===== config.mk =====
export PLATFORM = sky130hd
export DESIGN_NAME = simmem_release_scheduler
export DESIGN_NICKNAME = d
export VERILOG_FILES = /design/src/rtl/simmem_pkg.sv /design/src/rtl/simmem_delay_tracker.sv /design/src/rtl/simmem_release_scheduler.sv
export SDC_FILE = /design/constraint.sdc
export NUM_CORES = 1
export LEC_CHECK = 0
export ABC_CLOCK_PERIOD_IN_PS = 2050
export BUFFER_PORTS_ARGS = -buffer_cell sky130_fd_sc_hd__buf_2
export CAP_MARGIN = 20
export CORE_MARGIN = 8
export CORE_UTILIZATION = 30
export CTS_CLUSTER_DIAMETER = 80
export CTS_CLUSTER_SIZE = 16
export DETAILED_ROUTE_END_ITERATION = 16
export GPL_TIMING_DRIVEN = 0
export PLACE_DENSITY_LB_ADDON = 0.25
export SLEW_MARGIN = 20
export SYNTH_ARGS = -nofsm -noshare
export SYNTH_HDL_FRONTEND = slang
export SYNTH_HIERARCHICAL = 1
export SYNTH_SLANG_ARGS = --single-unit

===== constraint.sdc =====
create_clock -name clk_i -period 2.05 [get_ports clk_i]
set_input_delay 0 -clock clk_i [delete_from_list [all_inputs] [get_ports clk_i]]
set_output_delay 0 -clock clk_i [all_outputs]
set_load 0.05 [all_outputs]

===== src/rtl/simmem_pkg.sv =====
// Shared types and constants for the simulated-memory response scheduler.
// Imported by simmem_delay_tracker and simmem_release_scheduler.
package simmem_pkg;

  typedef enum logic [1:0] {
    TrkIdle,
    TrkWait,
    TrkElig
  } tracker_state_e;

  localparam int unsigned DefaultDelayWidth = 8;
  localparam int unsigned StatsWidth = 32;

endpackage


===== src/rtl/simmem_delay_tracker.sv =====
// One per-ID head tracker: counts down the programmed delay after a head
// appears, then holds eligible until the head is popped or disappears.
module simmem_delay_tracker
  import simmem_pkg::*;
#(
  parameter int unsigned DelayWidth = DefaultDelayWidth
) (
  input  logic                  clk_i,
  input  logic                  rst_ni,
  input  logic                  head_valid_i,
  input  logic [DelayWidth-1:0] delay_i,
  input  logic                  pop_i,
  output logic                  eligible_o
);

  tracker_state_e        state_q, state_d;
  logic [DelayWidth-1:0] cnt_q, cnt_d;

  always_comb begin
    state_d = state_q;
    cnt_d   = cnt_q;
    unique case (state_q)
      TrkIdle: begin
        if (head_valid_i) begin
          cnt_d   = delay_i;
          state_d = (delay_i == '0) ? TrkElig : TrkWait;
        end
      end
      TrkWait: begin
        // A vanished head is a protocol error; just drop back to idle.
        if (!head_valid_i) begin
          state_d = TrkIdle;
        end else begin
          cnt_d = cnt_q - 1'b1;
          if (cnt_q == DelayWidth'(1)) state_d = TrkElig;
        end
      end
      TrkElig: begin
        if (pop_i || !head_valid_i) state_d = TrkIdle;
      end
      default: state_d = TrkIdle;
    endcase
  end

  always_ff @(posedge clk_i or negedge rst_ni) begin
    if (!rst_ni) begin
      state_q <= TrkIdle;
      cnt_q   <= '0;
    end else begin
      state_q <= state_d;
      cnt_q   <= cnt_d;
    end
  end

  assign eligible_o = (state_q == TrkElig);

endmodule


===== src/rtl/simmem_release_scheduler.sv =====
// Delayed-release round-robin scheduler over NumIds response queues.
// Optional counters enabled by defining SIMMEM_SCHED_STATS_EN.
module simmem_release_scheduler
  import simmem_pkg::*;
#(
  parameter int unsigned NumIds     = 4,
  parameter int unsigned IdWidth    = $clog2(NumIds),
  parameter int unsigned DelayWidth = DefaultDelayWidth
) (
  input  logic                         clk_i,
  input  logic                         rst_ni,
  input  logic [NumIds-1:0]            head_valid_i,
  input  logic [NumIds*DelayWidth-1:0] delay_i,
  output logic [NumIds-1:0]            head_pop_o,
  output logic                         grant_valid_o,
  output logic [IdWidth-1:0]           grant_id_o,
  input  logic                         grant_ready_i,
  output logic [StatsWidth-1:0]        grants_total_o,
  output logic [StatsWidth-1:0]        stall_cycles_o
);

  logic [NumIds-1:0]  elig;
  logic [IdWidth-1:0] rr_q;
  logic [IdWidth-1:0] lock_id_q;
  logic               lock_q;
  logic [IdWidth-1:0] scan_id;
  logic               scan_hit;
  logic               xfer;
  logic [IdWidth-1:0] rr_next;

  for (genvar g = 0; g < NumIds; g++) begin : g_trk
    simmem_delay_tracker #(
      .DelayWidth(DelayWidth)
    ) u_trk (
      .clk_i       (clk_i),
      .rst_ni      (rst_ni),
      .head_valid_i(head_valid_i[g]),
      .delay_i     (delay_i[g*DelayWidth +: DelayWidth]),
      .pop_i       (head_pop_o[g]),
      .eligible_o  (elig[g])
    );
  end

  // First eligible index at or after rr_q, wrapping.
  always_comb begin
    scan_id  = '0;
    scan_hit = 1'b0;
    for (int unsigned k = 0; k < NumIds; k++) begin
      int unsigned j;
      j = (32'(rr_q) + k) % NumIds;
      if (!scan_hit && elig[IdWidth'(j)]) begin
        scan_hit = 1'b1;
        scan_id  = IdWidth'(j);
      end
    end
  end

  assign grant_valid_o = lock_q | (|elig);
  assign grant_id_o    = lock_q ? lock_id_q : scan_id;
  assign xfer          = grant_valid_o & grant_ready_i;

  assign rr_next = (grant_id_o == IdWidth'(NumIds - 1)) ?
                   '0 : grant_id_o + 1'b1;

  always_comb begin
    head_pop_o = '0;
    if (xfer) head_pop_o[grant_id_o] = 1'b1;
  end

  // Lock holds the presented ID stable across backpressure.
  always_ff @(posedge clk_i or negedge rst_ni) begin
    if (!rst_ni) begin
      lock_q    <= 1'b0;
      lock_id_q <= '0;
      rr_q      <= '0;
    end else if (xfer) begin
      lock_q <= 1'b0;
      rr_q   <= rr_next;
    end else if (grant_valid_o) begin
      lock_q    <= 1'b1;
      lock_id_q <= grant_id_o;
    end
  end

`ifdef SIMMEM_SCHED_STATS_EN
  logic [StatsWidth-1:0] grants_q, stalls_q;

  always_ff @(posedge clk_i or negedge rst_ni) begin
    if (!rst_ni) begin
      grants_q <= '0;
      stalls_q <= '0;
    end else begin
      if (xfer) grants_q <= grants_q + 1'b1;
      if (grant_valid_o && !grant_ready_i) stalls_q <= stalls_q + 1'b1;
    end
  end

  assign grants_total_o = grants_q;
  assign stall_cycles_o = stalls_q;
`else
  assign grants_total_o = '0;
  assign stall_cycles_o = '0;
`endif

endmodule

==> results of run 1 <==
## cells in the mapped netlist, types with 2 or more instances
master                     instances  area share, %
sky130_fd_sc_hd__and2_1            4           0.73
sky130_fd_sc_hd__and4bb_1          4            1.5
sky130_fd_sc_hd__nor2b_1          12            2.2
sky130_fd_sc_hd__nand4b_1          4            1.0
sky130_fd_sc_hd__nor4_4            4            2.5
sky130_fd_sc_hd__nand3b_1          4           0.88
sky130_fd_sc_hd__o211ai_1          8            1.8
sky130_fd_sc_hd__dfrtp_1          45             33
sky130_fd_sc_hd__nand2_1          39            4.3
sky130_fd_sc_hd__buf_4            68             15
sky130_fd_sc_hd__nand4_1           4           0.73
sky130_fd_sc_hd__nor3_1           12            1.8
sky130_fd_sc_hd__o31ai_1           2           0.44
sky130_fd_sc_hd__a21oi_1          26            3.8
sky130_fd_sc_hd__mux2i_1          15            4.4
sky130_fd_sc_hd__nand3_1           8            1.2
sky130_fd_sc_hd__clkbuf_4          4           0.88
sky130_fd_sc_hd__nor2_1           12            1.3
sky130_fd_sc_hd__a211oi_1          4           0.88
sky130_fd_sc_hd__mux2_2            2           0.66
sky130_fd_sc_hd__o22ai_1          24            4.4
sky130_fd_sc_hd__ha_1             12            4.4
sky130_fd_sc_hd__buf_2             8            1.2
sky130_fd_sc_hd__o21ai_0          25            3.7
sky130_fd_sc_hd__nor4_1            8            1.5
sky130_fd_sc_hd__a21o_2            4            1.0
sky130_fd_sc_hd__inv_1            12            1.3
sky130_fd_sc_hd__nand2b_1          8            1.5
## final cells by class
type                       count  area (um2)  share of cell area, %
buffer                        80         581                   12.9
clock buffer                   6         129                   2.86
clock inverter                 2        10.0                  0.222
inverter                      12        45.0                   1.00
multi-input combinational    316        1990                   44.2
sequential                    45        1130                   25.1
tap                          143         179                   3.97
timing repair buffer          64         439                   9.75
## per-layer routing
layer | up-vias | GRT usage [%] | part of all wire, %
met5 | - | 0 | 0
met4 | 0 | 4.34 | 2.0
met3 | 10 | 2.94 | 7.2
met2 | 86 | 18.1 | 47
met1 | 1367 | 13.6 | 44
li1 | 1523 | - | -
## worst paths after layout
check                                          start                   endpoint
setup / recovery           g_trk[0].u_trk/state_q[1]              head_pop_o[3]
hold / removal                            delay_i[1]    g_trk[0].u_trk/cnt_q[1]
setup reg to reg           g_trk[0].u_trk/state_q[1]  g_trk[3].u_trk/state_q[1]
hold reg to reg                         lock_id_q[0]               lock_id_q[0]
max in group asynchronous                     rst_ni  g_trk[1].u_trk/state_q[0]
min in group asynchronous                     rst_ni    g_trk[0].u_trk/cnt_q[3]
## power by group through the flow
stage | Sequential (mW) | Clock, mW | Combinational [mW]
after floorplan | 1.21 | 0 | 0.771
after global placement | 1.26 | 0 | 0.903
after detailed placement | 1.26 | 0 | 0.921
after CTS | 1.25 | 0.828 | 0.942
after global routing | 1.28 | 0.854 | 1.05
final | 1.25 | 0.784 | 0.948
## worst max-delay path: stages (launching register included)
cell and delay [ns]:
sky130_fd_sc_hd__dfrtp_1 0.40, sky130_fd_sc_hd__nor2b_4 0.15, sky130_fd_sc_hd__buf_6 0.11, sky130_fd_sc_hd__mux2i_1 0.14, sky130_fd_sc_hd__nor2_2 0.08, sky130_fd_sc_hd__o31ai_4 0.34, sky130_fd_sc_hd__buf_4 0.18, sky130_fd_sc_hd__ha_4 0.11
sky130_fd_sc_hd__and2_4 0.14, sky130_fd_sc_hd__buf_8 0.14
## sequential cells by signal (all words and copies together), names as in the netlist
| signal | count |
|---|---|
| g_trk.u_trk/cnt_q | 32 |
| lock_id_q | 2 |
| lock_q | 1 |
| rr_q | 2 |
| g_trk.u_trk/state_q | 8 |
## through the flow
stage / instances / util (%) / setup TNS, ns / setup WS (ns)
3_5_place_dp: 642 / 36.5 / -0.399 / -0.118
5_1_grt: 668 / 39.9 / -0.537 / -0.144
6_report: 668 / 39.9 / -0.0588 / -0.0342
2_1_floorplan: 453 / - / -0.960 / -0.251
3_3_place_gp: 641 / 36.4 / -0.218 / -0.0804
4_1_cts: 665 / 39.5 / -0.347 / -0.112
## repair_timing
action | in CTS | in global routing
hold buffers | 9 | 0
cloned | 0 | 0
gates resized for setup | 18 | 8
pin swaps | 4 | 4
buffers inserted | 6 | 3
hold endpoints to repair | 29 | 0
setup endpoints to repair | 10 | 10
## cell families (layout without fill, tap and decap cells)
family	after synthesis	in the layout	synth area share, %
simple gates	126	126	21.9
compound gates	96	96	16.8
buf+inv	92	164	18.3
flops	45	45	33.0
mux	18	18	5.50
fa+ha+maj	12	12	4.40
other cells	1	64	0.110
==> run summary, run 1 <==
The flow ran to the end, but the final reports show violations. The final reports fail on setup timing. Of all flip-flops after synthesis, the portion carrying an async set or reset was 100%. For the total count of hold-check failures in the final report, the log shows 0. The share of total power dissipated in the clock network is 26.3%. The logs give 0.00341 mm2 for the summed instance area of the synthesized netlist and 64.7% for the headroom to the max-slew limit.

The repair_antennas step left the layout with diodes totalling 0. The floorplan step defined a core boundary enclosing 0.0113 mm2. Synthesis handed over a netlist of 390 instances. From bottom edge to top edge, the die measures 123 um. Number of warnings issued by yosys: 6. In this run, synthesis inferred 0 flip-flops with an integrated enable. The dominant register cell in the synthesized netlist was sky130_fd_sc_hd__dfrtp_1. The max-slew violation count was 0.

Counting the fill cells in the layout gives 1144. Across the VDD grid, the largest voltage drop is 280 uV. In this run the static leakage power is 2.19 nW.

Net switching is 37.9% of the power. Kind of end point of the critical path: an output pin. Fraction of layout cells with a size suffix above 1: 33.3%. For the worst setup path, the data arrival time is 2.08 ns. Summed over all nets, the switching power comes to 1.13 mW.

The min-delay analysis places its worst path in the category input port to register. The net count of the finished layout is 575. Derived from the worst setup path, the maximum achievable clock frequency is 480 MHz.

Setup violations remaining at the end of the flow were counted as 2. After routing the design area is 0.00450 mm2. The row count was 39; the cell depth of the worst min-delay path was 3. Final routed wirelength across all metal layers: 8.35 mm. TritonCTS built the clock tree.

The initial antenna violation count was 0; the first-pass GRT wire length was 13.8 mm. For this run, design rule violations remaining after detail routing come to 0. The final clock period utilization by the worst path works out to 102%. The flop-to-flop setup slack is 0.08 ns, and the mean instance size in the synthesized netlist is 8.75 um2. The library cells used most frequently in the layout, excluding fill and tap cells, are sky130_fd_sc_hd__buf_4 (76), sky130_fd_sc_hd__conb_1 (64), sky130_fd_sc_hd__buf_2 (49). The worst register-to-register path has a depth of 10. The detailed-router iteration count before antenna repair is 4, and the pin count of the biggest net entering global routing is 25. The post-DP HPWL was 6.57 mm.

The worst-case setup margin in the final layout is -0.0342 ns. The portion of the post-synthesis area used by sequential elements is 33.0%. Setup repair after global routing could not meet its margin everywhere. For the worst-skew pair, the clock arrives at the later sink with an insertion delay of 0.28 ns. The initial utilization of the core area, before any placement, comes to 30.3%.

Of all nets on the critical path, the largest fanout is 5. The logs give 2986 for the total via count in the routed design and 2.05 ns for the critical path required time. The share of total power dissipated in sequential elements is 41.9%. The post-place instance area came out at 0.00412 mm2. Clock tree synthesis inserted a total of 5 buffers. The time the final worst path needs with I/O delays and setup was 2.08 ns.

The run gives 31.8% as the part of the power in combinational logic. Across the run, the number of max-cap violations was 0. The worst setup skew after layout is 0.00350 ns, and the cell-internal power is 1.85 mW. Port buffering added 45 buffers.

The total chip power came out at 2.98 mW. The tools report the number of sinks on the clock net as 45. Pin placement for this block handled 110 I/O pins. Worst setup path category: register to output pin.

The overall overflow remaining after global route was 0. The routability congestion estimate from global placement is 0.812, and the chip width is 123 um. The clock slew seen by the registers of the worst setup and hold paths came out at 0.06 ns. At the pin with the least slew margin, the transition time is 0.530 ns. Relative to the synthesized area, the layout overhead comes to 31.9%.

The logs give 36 for the post-synthesis cell type count and 2928 for the via count of the first global-routing pass. In this run the power density over the cells is 662 mW/mm2. The tools report the final worst hold slack as 0.00672 ns. The area enclosed by the die boundary was 0.0150 mm2; the flip-flop and latch count after synthesis was 45.

The run gives 11.1% as the global router's overall resource usage. The clock tree synthesis step divided the H-tree into 2 levels. In the final routed layout, each cell accounts on average for 12.5 um.

Leaving out fill and tap cells, the most frequent cell in the layout is sky130_fd_sc_hd__buf_4. In this run the deepest clock path goes through 2 buffers. STA classifies the critical path startpoint as a register.

Remaining antenna violation count: 0. The root buffer cell chosen for the clock tree is sky130_fd_sc_hd__clkbuf_16. The detailed router finished its first iteration with 80 violations. The via density per instance is 4.47.
Power figures use the tool's default switching activity.
==> inputs of run 2 (changes only) <==
--- a/config.mk
+++ b/config.mk
@@ -5,16 +5,18 @@
 export SDC_FILE = /design/constraint.sdc
 export NUM_CORES = 1
 export LEC_CHECK = 0
+export ABC_AREA = 1
 export ABC_CLOCK_PERIOD_IN_PS = 2050
 export BUFFER_PORTS_ARGS = -buffer_cell sky130_fd_sc_hd__buf_2
 export CAP_MARGIN = 20
 export CORE_MARGIN = 8
-export CORE_UTILIZATION = 30
+export CORE_UTILIZATION = 48
 export CTS_CLUSTER_DIAMETER = 80
 export CTS_CLUSTER_SIZE = 16
 export DETAILED_ROUTE_END_ITERATION = 16
 export GPL_TIMING_DRIVEN = 0
 export PLACE_DENSITY_LB_ADDON = 0.25
+export REMOVE_ABC_BUFFERS = 1
 export SLEW_MARGIN = 20
 export SYNTH_ARGS = -nofsm -noshare
 export SYNTH_HDL_FRONTEND = slang
==> run summary, run 2 <==
The path class of the tightest hold or removal check is input port to register. The dominant register cell in the synthesized netlist was sky130_fd_sc_hd__dfrtp_1. The final-layout fill cell count came out at 811 (-29%). The register with the most flip-flops in the final layout is g_trk.u_trk/cnt_q.

The number of buffers inserted during clock tree synthesis was 5 (unchanged). TritonCTS built the clock tree. The mean instance size in the synthesized netlist was 6.41 um2 (-27%). The worst-case setup margin in the final layout is -0.162 ns (-0.128 ns), and the cell depth of the worst min-delay path is 3 (unchanged). The actual transition at the worst max-transition pin was 0.623 ns (+0.0931 ns); the portion of the post-synthesis area used by sequential elements was 28.3% (-4.6 points). The largest registers in the layout are g_trk.u_trk/cnt_q (32), g_trk.u_trk/state_q (8). The power per unit of standard cell area came out at 1660 mW/mm2 (+150%). The path with the worst hold slack has its endpoint at g_trk[0].u_trk/cnt_q[1]. The run gives 58.5% (-6.2 points) as the headroom to the max-slew limit. The number of buffers and inverters on the critical path came out at 4 (+1). Grouping stages by cell kind, the critical path spends the most delay in simple AND/OR/NAND/NOR gates. The number of inserted diodes was 0 (unchanged). Walking the worst path, the cells encountered are nor2_4 -> inv_2 -> nand2_2 -> nand3_2 -> nand2_2 -> inv_2 -> nand2_1 -> nand2_1 -> nand2_1 -> nand2_2 -> nand2_2 -> nand2_4 -> inv_4 -> ha_4 -> inv_2 -> nor2_4 -> nor2_1 -> nand2_1 -> nand3_1 -> a21oi_1 -> nor2_1. The most frequently used cell type in the post-synthesis netlist is sky130_fd_sc_hd__nand2_1. Sorting the synthesized cells by area gives the leading types as sky130_fd_sc_hd__dfrtp_1 (28%), sky130_fd_sc_hd__nand2_1 (14%), sky130_fd_sc_hd__buf_4 (12%). The first-pass GRT wire length came out at 15.6 mm (+13%). Area enclosed by the die boundary: 0.0114 mm2 (-24%). Via count of the first global-routing pass: 3663 (+25%).

The final clock period utilization by the worst path came out at 108% (+6.2 points). The clock tree buffer depth is 2 (unchanged), and the count of flip-flops with a built-in enable after synthesis is 0 (unchanged). The run gives 2.41 ns (+0.33 ns) as the data arrival time of the worst path. The initial cell density of the core is 48.8% (+19 points). The number of max-capacitance violations reported was 0 (unchanged). Setup repair after global routing could not meet its margin everywhere.

The tools report the leakage power total as 2.48 nW (+13%). The largest stage delay on the critical path is 0.41 ns (about the same), and the aggregate negative setup slack is -1.38 ns (-1.32 ns). The biggest area consumer among synthesized cells was sky130_fd_sc_hd__dfrtp_1. The tools report the post-synthesis cell type count as 23 (-36%). The count of input and output buffers was 45 (unchanged). The core area was 0.00813 mm2 (-28%). The cell count after synthesis is 620 (+59%), and the fraction of layout cells with a size suffix above 1 is 23.0% (-10 points). Kind of start point of the critical path: a register. In this run the clock root is driven by a sky130_fd_sc_hd__clkbuf_8.

The count of pins on the block boundary came out at 110 (unchanged). The flip-flop and latch count after synthesis works out to 45 (unchanged). The share of synthesized flip-flops with an asynchronous set or reset works out to 100% (unchanged).

The critical path required time is 2.25 ns (+0.20 ns), and the worst vdd rail ir drop is 788 uV (+180%). The run gives 33 (-15%) as the row count. For the DRC violations left, the log shows 0 (unchanged). The worst setup skew after layout is 0.0102 ns (+0.00668 ns), and the routability congestion estimate from global placement is 0.856 (+5.5%).

The number of warnings issued by yosys was 6 (unchanged). The run finished, with violations left. Summed instance area of the synthesized netlist: 0.00397 mm2 (+16%). The final routed wirelength across all metal layers is 9.41 mm (+13%), and the DRC marker count from the first detailed-route iteration is 132 (+65%). The pin count of the biggest net entering global routing was 46 (+84%).

The tools report the detailed-router iteration count before antenna repair as 4 (unchanged). The tools report the max-slew violation count as 0 (unchanged). By count the netlist is led by sky130_fd_sc_hd__nand2_1 (151), sky130_fd_sc_hd__nor2_1 (83), sky130_fd_sc_hd__inv_1 (82), sky130_fd_sc_hd__buf_4 (64), sky130_fd_sc_hd__dfrtp_1 (45). The synthesis-to-layout area growth works out to 14.3%. The commonest non-fill, non-tap cell in the layout is sky130_fd_sc_hd__nand2_1. In the layout the commonest cells are sky130_fd_sc_hd__nand2_1 (142), sky130_fd_sc_hd__nor2_1 (73), sky130_fd_sc_hd__inv_1 (68).

The critical path is of the register to register type. The overall overflow remaining after global route was 0 (unchanged). Initial antenna violation count: 0 (unchanged). The master of the slowest instance on the critical path is sky130_fd_sc_hd__dfrtp_1. The flop-to-flop setup slack was -0.16 ns (-0.24 ns); the clock insertion delay at the later pin of the skew report was 0.30 ns (+0.02 ns). The floorplan die height came out at 107 um (-13%). For the post-DP HPWL, the log shows 6.76 mm (+3.0%).

Time the final worst path needs with I/O delays and setup: 2.21 ns (+0.128 ns). The flip-flop count of the largest register after layout works out to 32 (unchanged). The critical hold path startpoint is delay_i[1].

The run gives 45 (unchanged) as the number of sinks on the clock net. The share of Yosys cell area claimed by the top area cell type is 28.3% (-4.6 points). The tools report the pre-CTS setup slack as -0.532 ns (-0.414 ns). For the count of endpoints failing setup in the final report, the log shows 13 (+11). The endpoint of the worst register-to-register path is g_trk[1].u_trk/state_q[1]. The clock slew seen by the registers of the worst setup and hold paths came out at 0.09 ns (+0.03 ns). The wire length per cell after detailed routing was 11.8 um (-5.3%). The total via count in the routed design came out at 3723 (+25%). The final reports fail on setup timing.

The total count of hold-check failures in the final report is 0 (unchanged). The global router's overall resource usage came out at 16.0% (+4.9 points). The startpoint identified for the worst register-to-register timing path is g_trk[3].u_trk/state_q[0]. The net count reported at finish was 740 (+29%).

The H-tree depth reported by CTS is 2 (unchanged), and the number of cells on the worst reg-to-reg path is 21 (+11). The chip width was 107 um (-13%). The remaining antenna violation count came out at 0 (unchanged). The via density per instance is 4.68 (+4.8%), and the maximum fanout along the worst path is 4 (-1). For the maximum frequency from static timing analysis, the log shows 452 MHz (-5.8%).

The tools report the kind of end point of the critical path as a register.
## run 2: per-layer routing
layer / vias to the layer above / wire length (um) / track usage [%]
met5: - / 0 / 0
met4: 0 / 127 / 4.32
met3: 12 / 486 / 3.60
met2: 82 / 4710 / 28.6
met1: 1702 / 4080 / 18.8
li1: 1927 / - / -
## run 2: worst max-delay path by stage
stage	slack, ns	start	depth (start not counted)	to
final	-0.16	g_trk[3].u_trk/state_q[0]	21	g_trk[1].u_trk/state_q[1]
after global placement	-0.49	g_trk[2].u_trk/state_q[0]	21	g_trk[1].u_trk/state_q[1]
after detailed placement	-0.53	g_trk[2].u_trk/state_q[1]	22	g_trk[1].u_trk/state_q[1]
after CTS	-0.11	g_trk[3].u_trk/state_q[1]	15	head_pop_o[2]
after floorplan	-1.10	g_trk[2].u_trk/state_q[1]	22	g_trk[3].u_trk/state_q[1]
after global routing	-0.31	g_trk[3].u_trk/state_q[0]	21	g_trk[1].u_trk/state_q[1]
## run 2: cell type report
| cell class | instances | area [um2] | area share (%) |
|---|---|---|---|
| clock inverters | 1 | 5.00 | 0.110 |
| repair buffers | 72 | 505 | 11.1 |
| inverters | 89 | 342 | 7.52 |
| well taps | 105 | 131 | 2.89 |
| multi-input cells | 476 | 2330 | 51.3 |
| clock buffers | 7 | 96.3 | 2.12 |
| flip-flops and latches | 45 | 1130 | 24.9 |
## run 2: what timing repair did
action / CTS / global route
setup buffers: 19 / 5
resized for setup: 60 / 22
hold endpoints to repair: 47 / 0
pin swaps: 28 / 17
cloned: 0 / 0
hold buffers: 3 / 0
setup endpoints to repair: 15 / 14
## run 2: where the power goes
group	leakage (nW)	total (mW)	switching, mW	internal (mW)
Sequential	0.547	1.76	0.424	1.34
Clock	0.0542	0.618	0.313	0.305
Combinational	1.88	5.17	3.28	1.89
Total	2.48	7.54	4.02	3.53
## run 2: cell families (layout without fill, tap and decap cells)
group                    count (synthesis)  after routing  synth area share (%)
other                                    1             64                0.0944
flip-flops                              45             45                  28.3
buffers and inverters                  162            169                  22.4
adder cells (fa/ha/maj)                 12             12                  3.78
AND/OR/NAND/NOR                        311            311                  33.9
AO/OA/AOI/OAI                           89             89                  11.5
## run 2: metrics by stage
stage	cell area [um2]	std cells	power [mW]	hold slack, ns	utilization [%]
detailed placement	4010	760	5.76	0.0583	49.3
CTS	4430	790	7.13	0.0119	54.5
global placement	4010	760	5.67	0.274	49.3
floorplan	3650	610	4.93	-0.296	-
global route	4540	795	8.28	0.0348	55.8
finish	4540	795	7.54	0.0153	55.8
## run 2: worst register-to-register path, stage by stage, from the launching register on
cell                      delay, ns
sky130_fd_sc_hd__dfrtp_1       0.41
sky130_fd_sc_hd__nor2_4        0.16
sky130_fd_sc_hd__inv_2         0.07
sky130_fd_sc_hd__nand2_2       0.09
sky130_fd_sc_hd__nand3_2       0.10
sky130_fd_sc_hd__nand2_2       0.09
sky130_fd_sc_hd__inv_2         0.04
sky130_fd_sc_hd__nand2_1       0.04
sky130_fd_sc_hd__nand2_1       0.04
sky130_fd_sc_hd__nand2_1       0.07
sky130_fd_sc_hd__nand2_2       0.06
sky130_fd_sc_hd__nand2_2       0.09
sky130_fd_sc_hd__nand2_4       0.08
sky130_fd_sc_hd__inv_4         0.09
sky130_fd_sc_hd__ha_4          0.12
sky130_fd_sc_hd__inv_2         0.03
sky130_fd_sc_hd__nor2_4        0.11
sky130_fd_sc_hd__nor2_1        0.06
sky130_fd_sc_hd__nand2_1       0.08
sky130_fd_sc_hd__nand3_1       0.07
sky130_fd_sc_hd__a21oi_1       0.12
sky130_fd_sc_hd__nor2_1        0.05
